==> src/rtl/arm_console_uart.sv <==
// arm_console_uart: memory-mapped console transmitter on the core's data bus.
// Bytes written to TXDATA go through a small FIFO into an 8N1 shifter; STATUS
// reports full/busy/sticky overflow/level, CTRL holds the drain-interrupt enable.
module arm_console_uart #(
    parameter logic [31:0] BASE_ADDR  = 32'hE000_0000,
    parameter int          CLK_DIV    = 16,
    parameter int          FIFO_DEPTH = 8
) (
    input  logic        clk,
    input  logic        rst_n,
    input  logic        ram_cen,
    input  logic        ram_wen,
    input  logic [31:0] ram_addr,
    input  logic [3:0]  ram_flag,
    input  logic [31:0] ram_wdata,
    output logic [31:0] ram_rdata,
    output logic        txd,
    output logic        irq_tx
);

    localparam int          AW      = $clog2(FIFO_DEPTH);
    localparam int          LW      = AW + 1;
    localparam logic [15:0] CNT_MAX = 16'(CLK_DIV - 1);

    typedef enum logic [1:0] {S_IDLE, S_START, S_DATA, S_STOP} state_t;

    state_t         r_state;
    logic [15:0]    r_cnt;
    logic [2:0]     r_bit;
    logic [7:0]     r_shreg;
    logic           r_txd;
    logic [7:0]     r_mem [FIFO_DEPTH];
    logic [AW-1:0]  r_wr_ptr;
    logic [AW-1:0]  r_rd_ptr;
    logic [LW-1:0]  r_level;
    logic           r_ie;
    logic           r_ovf;
    logic [31:0]    r_rdata;

    logic           w_hit;
    logic [1:0]     w_off;
    logic           w_wr;
    logic           w_rd;
    logic           w_push_req;
    logic           w_pop;
    logic           w_push;
    logic           w_drop;
    logic           w_full;
    logic           w_busy;
    logic [7:0]     w_head;
    logic [31:0]    w_status;
    logic           w_unused;

    // Address decode; accesses outside the 16-byte window touch nothing.
    assign w_hit      = ram_cen && (ram_addr[31:4] == BASE_ADDR[31:4]);
    assign w_off      = ram_addr[3:2];
    assign w_wr       = w_hit && ram_wen;
    assign w_rd       = w_hit && !ram_wen;
    assign w_push_req = w_wr && (w_off == 2'd1) && ram_flag[0];

    // The shifter takes the head byte when idle or on the last STOP cycle, so
    // frames run back to back while data is queued.
    assign w_pop  = (r_level != '0) &&
                    ((r_state == S_IDLE) || ((r_state == S_STOP) && (r_cnt == 16'd0)));
    // A full FIFO still accepts a byte when a pop frees a slot in the same cycle.
    assign w_push = w_push_req && ((r_level < LW'(FIFO_DEPTH)) || w_pop);
    assign w_drop = w_push_req && !w_push;
    assign w_full = (r_level == LW'(FIFO_DEPTH));
    assign w_busy = (r_level != '0) || (r_state != S_IDLE);
    assign w_head = r_mem[r_rd_ptr];

    assign w_unused = ^{ram_flag[3:1], ram_wdata[31:8], ram_addr[1:0]};

    // STATUS word assembled from the current register values.
    always_comb begin
        w_status          = '0;
        w_status[0]       = w_full;
        w_status[1]       = w_busy;
        w_status[2]       = r_ovf;
        w_status[8 +: LW] = r_level;
    end

    // FIFO storage is data-only and needs no reset.
    always_ff @(posedge clk) begin
        if (w_push) r_mem[r_wr_ptr] <= ram_wdata[7:0];
    end

    // FIFO pointers and occupancy; pointers wrap naturally at the power-of-two depth.
    always_ff @(posedge clk or negedge rst_n) begin
        if (!rst_n) begin
            r_wr_ptr <= '0;
            r_rd_ptr <= '0;
            r_level  <= '0;
        end else begin
            if (w_push) r_wr_ptr <= r_wr_ptr + 1'b1;
            if (w_pop)  r_rd_ptr <= r_rd_ptr + 1'b1;
            case ({w_push, w_pop})
                2'b10:   r_level <= r_level + 1'b1;
                2'b01:   r_level <= r_level - 1'b1;
                default: r_level <= r_level;
            endcase
        end
    end

    // 8N1 shifter: txd is a flop so the line is glitch-free and idles high in reset.
    always_ff @(posedge clk or negedge rst_n) begin
        if (!rst_n) begin
            r_state <= S_IDLE;
            r_cnt   <= '0;
            r_bit   <= '0;
            r_shreg <= '0;
            r_txd   <= 1'b1;
        end else begin
            case (r_state)
                S_IDLE: begin
                    r_txd <= 1'b1;
                    if (w_pop) begin
                        r_shreg <= w_head;
                        r_cnt   <= CNT_MAX;
                        r_txd   <= 1'b0;
                        r_state <= S_START;
                    end
                end
                S_START: begin
                    if (r_cnt == 16'd0) begin
                        r_cnt   <= CNT_MAX;
                        r_bit   <= 3'd0;
                        r_txd   <= r_shreg[0];
                        r_state <= S_DATA;
                    end else begin
                        r_cnt <= r_cnt - 16'd1;
                    end
                end
                S_DATA: begin
                    if (r_cnt == 16'd0) begin
                        r_cnt <= CNT_MAX;
                        if (r_bit == 3'd7) begin
                            r_txd   <= 1'b1;
                            r_state <= S_STOP;
                        end else begin
                            r_bit   <= r_bit + 3'd1;
                            r_shreg <= {1'b0, r_shreg[7:1]};
                            r_txd   <= r_shreg[1];
                        end
                    end else begin
                        r_cnt <= r_cnt - 16'd1;
                    end
                end
                default: begin
                    if (r_cnt == 16'd0) begin
                        if (w_pop) begin
                            r_shreg <= w_head;
                            r_cnt   <= CNT_MAX;
                            r_txd   <= 1'b0;
                            r_state <= S_START;
                        end else begin
                            r_txd   <= 1'b1;
                            r_state <= S_IDLE;
                        end
                    end else begin
                        r_cnt <= r_cnt - 16'd1;
                    end
                end
            endcase
        end
    end

    // Control/status registers; an overflow in the same cycle as a STATUS read wins.
    always_ff @(posedge clk or negedge rst_n) begin
        if (!rst_n) begin
            r_ie  <= 1'b0;
            r_ovf <= 1'b0;
        end else begin
            if (w_wr && (w_off == 2'd2) && ram_flag[0]) r_ie <= ram_wdata[0];
            if (w_drop)                                   r_ovf <= 1'b1;
            else if (w_rd && (w_off == 2'd0))             r_ovf <= 1'b0;
        end
    end

    // Registered read data; holds its value on anything but a read hit.
    always_ff @(posedge clk or negedge rst_n) begin
        if (!rst_n) begin
            r_rdata <= '0;
        end else if (w_rd) begin
            case (w_off)
                2'd0:    r_rdata <= w_status;
                2'd2:    r_rdata <= {31'b0, r_ie};
                default: r_rdata <= '0;
            endcase
        end
    end

    assign ram_rdata = r_rdata;
    assign txd       = r_txd;
    assign irq_tx    = r_ie && (r_level == '0) && (r_state == S_IDLE);

endmodule

==> config.mk <==
export PLATFORM = sky130hd
export DESIGN_NAME = arm_console_uart
export DESIGN_NICKNAME = d
export VERILOG_FILES = /design/src/rtl/arm_console_uart.sv
export SDC_FILE = /design/constraint.sdc
export NUM_CORES = 1
export LEC_CHECK = 0
export ABC_CLOCK_PERIOD_IN_PS = 2900
export CORE_UTILIZATION = 45
export CTS_CLUSTER_DIAMETER = 100
export DETAILED_ROUTE_END_ITERATION = 8
export HOLD_SLACK_MARGIN = 0.12
export PLACE_DENSITY = 0.78
export SLEW_MARGIN = 20
export SYNTH_ARGS = -nofsm -noshare
export SYNTH_HDL_FRONTEND = slang
export SYNTH_SLANG_ARGS = --single-unit
==> constraint.sdc <==
create_clock -name clk -period 2.9 [get_ports clk]
set_input_delay 0.29 -clock clk [delete_from_list [all_inputs] [get_ports clk]]
set_output_delay 0.29 -clock clk [all_outputs]
set_load 0.05 [all_outputs]
==> results of run 1 <==
state kept, by name, indices dropped and copies added (netlist names):
| name | cells |
|---|---|
| r_cnt | 16 |
| r_ie | 1 |
| r_shreg | 8 |
| txd | 1 |
| r_rd_ptr | 3 |
| ram_rdata | 7 |
| r_wr_ptr | 3 |
| r_mem | 64 |
| r_ovf | 1 |
| r_level | 4 |
| r_state | 2 |
| r_bit | 3 |
power by group through the flow:
stage / sequential [uW] / combinational [uW] / clock [uW]
floorplan: 1730 / 103 / 0
global placement: 1730 / 160 / 0
CTS: 1700 / 164 / 2090
finish: 1700 / 166 / 2060
detailed placement: 1730 / 163 / 0
global route: 1700 / 176 / 2170
worst max path at each step:
stage / startpoint / cells after the start / slack, ns / endpoint
2_1_floorplan: r_cnt[0] / 15 / 0.09 / r_level[2]
3_5_place_dp: ram_addr[4] / 12 / -0.21 / r_level[2]
3_3_place_gp: ram_addr[8] / 12 / -0.08 / r_level[2]
4_1_cts: ram_addr[4] / 12 / 0.20 / r_level[2]
5_1_grt: r_cnt[0] / 13 / 0.01 / r_level[2]
6_report: r_cnt[0] / 13 / 0.23 / r_level[2]
cell usage after synthesis, drive strengths merged (3+ instances only):
| master | number | area share, % |
|---|---|---|
| a21o | 4 | 0.56 |
| a21oi | 12 | 1.1 |
| a221o | 9 | 1.6 |
| a22o | 3 | 0.47 |
| a31oi | 3 | 0.34 |
| and3 | 3 | 0.34 |
| buf | 33 | 4.1 |
| clkbuf | 11 | 0.75 |
| dfrtp | 48 | 22 |
| edfxtp | 64 | 35 |
| ha | 13 | 2.9 |
| inv | 12 | 0.81 |
| mux2 | 5 | 1.0 |
| mux2i | 12 | 2.2 |
| mux4 | 16 | 6.5 |
| nand2 | 38 | 2.6 |
| nand2b | 7 | 0.79 |
| nand3 | 8 | 0.72 |
| nand3b | 3 | 0.41 |
| nand4 | 3 | 0.34 |
| nor2 | 21 | 1.4 |
| nor3 | 13 | 1.2 |
| nor4 | 19 | 2.5 |
| o21ai | 20 | 1.8 |
| o31ai | 8 | 1.1 |
| or3 | 4 | 0.45 |
| xnor2 | 7 | 1.1 |
| xor2 | 6 | 0.95 |
cell families after synthesis:
kind of cell / after synthesis
XOR/XNOR: 13
buffers and inverters: 56
multiplexers: 33
adder cells (fa/ha/maj): 13
flip-flops: 113
AO/OA/AOI/OAI: 76
AND/OR/NAND/NOR: 132
other: 1
per-layer routing:
| metal | GRT usage [%] | routed length (um) |
|---|---|---|
| met1 | 23.1 | 4950 |
| met5 | 0 | 0 |
| met3 | 5.20 | 452 |
| met4 | 9.12 | 163 |
| met2 | 37.0 | 6570 |
through the flow:
stage / setup TNS [ns] / std cells / worst slack [ns] / instance area [sq um] / hold WS, ns
final: 0 / 675 / 0.226 / 6850 / 0.441
after global routing: 0 / 675 / 0.0116 / 6850 / 0.511
after CTS: 0 / 674 / 0.196 / 6840 / 0.123
after detailed placement: -0.391 / 642 / -0.212 / 6250 / 0.479
after global placement: -0.0905 / 642 / -0.0752 / 6250 / 0.469
after floorplan: 0 / 461 / 0.0914 / 5630 / -0.00559
cell type report:
class                      count  area share, %
sequential                   113           45.9
multi-input combinational    292           31.7
timing repair buffer          79           10.5
clock buffer                  17           6.21
tap                          147           2.68
clock inverter                15           2.34
inverter                      12          0.657
worst register-to-register path: cells and delay by family, from the launching register on:
| kind | cells | cell delay, ns |
|---|---|---|
| AO/OA/AOI/OAI | 2 | 0.55 |
| AND/OR/NAND/NOR | 4 | 0.52 |
| adder cells (fa/ha/maj) | 3 | 0.60 |
| XOR/XNOR | 3 | 0.39 |
| buffers and inverters | 1 | 0.07 |
| flip-flops | 1 | 0.44 |
timing repair:
item | CTS | global route
gates resized for setup | 0 | 1
endpoints found under the setup margin | 0 | 1
endpoints found under the hold margin | 0 | 48
hold buffers | 0 | 1
==> metrics, run 1 <==
Mapped Avg Cell Area 12.7 sq um; Bufs and invs on worst path 1; switching power 949 uW; Worst EP required 3.19 ns; Clk network pwr share 52.5%; Synth warnings 0; Post-CTS Setup Bufs 0; XOR/XNOR Fraction of Synth Area 2.06%; layout cells sized above 1 18.6%; largest family of logic cells by synthesized area simple AND/OR/NAND/NOR gates; worst slew pin tran 0.788 ns; CP Cell Sequence inv_1 -> ha_1 -> nor3b_2 -> and3_1 -> a311o_2 -> nand2_1 -> ha_1 -> xor2_1 -> ha_1 -> a21oi_1 -> xor2_1 -> nor2_1 -> xor2_1; all-layer global routing usage 20.6%; Critical-path top delay cell dfrtp_1; worst-path fanout max 6; Slew Viols, Final 0; TritonCTS Buffers 17; Sink Count 113; Final period util 92.2%; Reg clk slew, reported paths 0.06 ns; routed via count 3870; first-pass GRT wire length 19900 um; status completed; DRC 0; normalized max-slew margin 47.4%; Seq pwr share 43.3%; routability congestion estimate 0.849; skew final 0.0152 ns; Hold Vio Cnt, Final 0; P&R area growth vs syn 23.8%; area share of fa/ha/maj cells after synthesis 2.94%; First-pass DRT Iterations 5; antenna-violating nets left 0; io pins 106; final WL 12100 um; Initial DRC Count 251; Synth Cell Area 5540 sq um; kind of critical path register to register; DIE AREA 12800 sq um; multi-input logic area 2170 sq um; die height 113 um; Port-buffer cells 51; Pint 2980 uW; Worst EP arrival 2.96 ns; fraction of the yosys area taken by sequential cells 56.9%; worst hold path type input pin to async pin; EDFF count, synth 64; Detail Placement HPWL 8100 um; post-layout util 57.1%; grt total ovfl 0; reg2reg end r_level[2]; vias in the first global route 4041; mux share of post-synthesis cell area 9.69%; Via density 5.73; R2R Setup Slk 0.23 ns; Synth Area in Compound Gates 9.74%; dominant synthesized flop cell edfxtp_1; Leak 0.00270 uW; cells after synthesis 437; commonest non-fill, non-tap cell in the layout edfxtp_1; H-tree depth 4; RSZ-0062 raised after global routing no; Switching Share 24.2%; Max-Cap Viols 0; Yosys reg bits 113; largest net degree at the start of global routing 50; Comb pwr share 4.2%; CTS tree done; reg2reg path depth 13; Worst path top cell family by delay adder cells; Avg WL per Cell 18.0 um; Reg area 3150 sq um; Final setup viols 0; clk root buf clkbuf_16; Core ar. 12000 sq um; Startpoint Class register; crit-path max cell delay 0.44 ns; Skew-Pair Late Insertion Delay 0.42 ns; chip width 113 um; std cell rows 40; Max Freq 374 MHz; Initial Util 46.1%; Reg-to-Reg Start r_cnt[0]; post-synthesis simple-gate area fraction 12.9%; antenna violations before repair 0; Distinct cells, synth 63; commonest cells after routing, fill and taps aside 64 x edfxtp_1, 50 x clkdlybuf4s50_1, 48 x dfrtp_1; layout net count 600; fin crit period 2.67 ns; # diodes 0; filler cell count 947; maximum root-to-sink buffer count 2; final total power 3930 uW; power per cell area 573 nW/um^2; Worst VDD drop 638 uV; ys async rst share 43.4%; Worst setup EP type register
No activity file was read; power rests on OpenSTA's default activity.
==> run 2: changes to the inputs <==
Settings changed: MAX_ROUTING_LAYER from default to met4.
==> run 2 against run 1 <==
  * Die area stayed put
  * Critical endpoint unchanged
  * First-iteration DRC count fell by 3.6%
  * Clock skew fell by 0.0053 ns
  * Routed wire length rose by 0.33%
  * Via count is 0.96% higher
  * Maximum frequency shrank 0.31%
  * Utilization is the same
  * Non-clock buffer count is the same
  * Largest cell class unchanged
  * Combinational power about the same
  * Register-to-register slack hardly changed
  * Flip-flop and latch count unchanged
  * Cell count is the same
==> metrics, run 2 (same netlist as run 1, synthesis figures left out) <==
Min Hold Slack 0.440 ns; first-pass GRT wire length 19900 um; crit-path max cell delay 0.44 ns; reg2reg end r_level[2]; antenna-violating nets left 0; Initial Util 46.1%; RSZ-0062 raised after global routing no; vias in the first global route 4048; Via density 5.79; Post-CTS Setup Bufs 0; Worst VDD drop 640 uV; Largest regs r_mem x64, r_cnt x16, r_shreg x8; Initial DRC Count 242; maximum root-to-sink buffer count 2; worst-path fanout max 6; Port-buffer cells 51; commonest cells after routing, fill and taps aside 64 x edfxtp_1, 50 x clkdlybuf4s50_1, 48 x dfrtp_1; routability congestion estimate 0.862; die height 113 um; clk root buf clkbuf_16; Worst Slack Setup Final 0.217 ns; Sink Count 113; worst hold path type input pin to async pin; Avg WL per Cell 18.0 um; CTS tree done; R2R Setup Slk 0.22 ns; Startpoint Class register; Critical-path top delay cell dfrtp_1; grt total ovfl 0; Leak 0.00270 uW; Largest register FFs 64; Final TNS setup 0 ns; Worst setup EP type register; Reg-to-Reg Start r_cnt[0]; # diodes 0; chip width 113 um; CP Cell Sequence inv_1 -> ha_1 -> nor3b_2 -> and3_1 -> a311o_2 -> nand2_1 -> ha_1 -> xor2_1 -> ha_1 -> a21oi_1 -> xor2_1 -> nor2_1 -> xor2_1; P&R area growth vs syn 23.8%; std cell rows 40; Final period util 92.5%; First-pass DRT Iterations 5; Worst EP arrival 2.97 ns; skew final 0.00989 ns; reg2reg path depth 13; Top reg by flops r_mem; routed via count 3907; Skew-Pair Late Insertion Delay 0.42 ns; DIE AREA 12800 sq um; worst slew pin tran 0.801 ns; layout net count 600; io pins 106; Slew Viols, Final 0; Hold Vio Cnt, Final 0; Max Freq 373 MHz; kind of critical path register to register; top routing layer in use met4; commonest non-fill, non-tap cell in the layout edfxtp_1; Detail Placement HPWL 8100 um; power per cell area 574 nW/um^2; met2 WL post-DR 6540 um; Reg clk slew, reported paths 0.06 ns; DRC 0; Worst EP required 3.19 ns; TritonCTS Buffers 17; status completed; all-layer global routing usage 21.2%; H-tree depth 4; fin crit period 2.68 ns; dpl ws -0.212 ns; normalized max-slew margin 46.6%; final WL 12200 um; Max-Cap Viols 0; layout cells sized above 1 18.6%; met3 routed WL 578 um; Final setup viols 0; antenna violations before repair 0; largest net degree at the start of global routing 50; met1 wire length 4850 um; Core ar. 12000 sq um
==> run 2: worst max-delay path by stage <==
stage                start          to  slack (ns)  cells after the start
6_report          r_cnt[0]  r_level[2]        0.22                     13
5_1_grt           r_cnt[0]  r_level[2]        0.01                     13
4_1_cts        ram_addr[4]  r_level[2]        0.20                     12
3_5_place_dp   ram_addr[4]  r_level[2]       -0.21                     12
3_3_place_gp   ram_addr[8]  r_level[2]       -0.08                     12
2_1_floorplan     r_cnt[0]  r_level[2]        0.09                     15
==> run 2: final cells by class <==
type,instances,area [sq um]
Clock buffer,17,425
Clock inverter,15,160
Fill cell,947,5160
Inverter,12,45.0
Multi-Input combinational cell,292,2170
Sequential cell,113,3150
Tap cell,147,184
Timing Repair Buffer,79,721
==> run 2: power by group <==
| part | leakage (uW) | switching (uW) | internal [uW] |
|---|---|---|---|
| clock network | 0.000290 | 844 | 1220 |
| logic | 0.00122 | 110 | 55.5 |
| registers | 0.00119 | 0.00000318 | 1700 |
==> run 2: what timing repair did <==
item	in CTS	in global routing
hold endpoints to repair	0	48
gates resized for setup	0	1
hold buffers	0	1
setup endpoints to repair	0	1
==> run 2: critical path: cells and delay by family, from the launching register on <==
family	cells	cell delay, ns
AOI/OAI and AO/OA	2	0.55
xor gates and xnor gates	3	0.39
adders and majority gates	3	0.60
buffers and inverters	1	0.07
DFF	1	0.44
and+or+nand+nor	4	0.52
==> run 2: per-layer routing <==
metal  vias to the layer above  track usage (%)
met3                        25             5.20
li1                       1774                -
met5                         -                -
met2                       147             37.1
met4                         0             9.12
met1                      1961             23.0
==> run 2: through the flow <==
| step | power [uW] | instance area, sq um | util [%] | cells |
|---|---|---|---|---|
| 2_1_floorplan | 1840 | 5630 | - | 461 |
| 3_3_place_gp | 1890 | 6250 | 52.0 | 642 |
| 3_5_place_dp | 1900 | 6250 | 52.0 | 642 |
| 4_1_cts | 3960 | 6840 | 56.9 | 674 |
| 5_1_grt | 4040 | 6850 | 57.1 | 675 |
| 6_report | 3930 | 6850 | 57.1 | 675 |
==> run 3: changes to the inputs <==
Settings changed: TNS_END_PERCENT from default to 1.
==> results of run 3 <==
No change in the layout: final DEF, timing and power equal those of run 2.
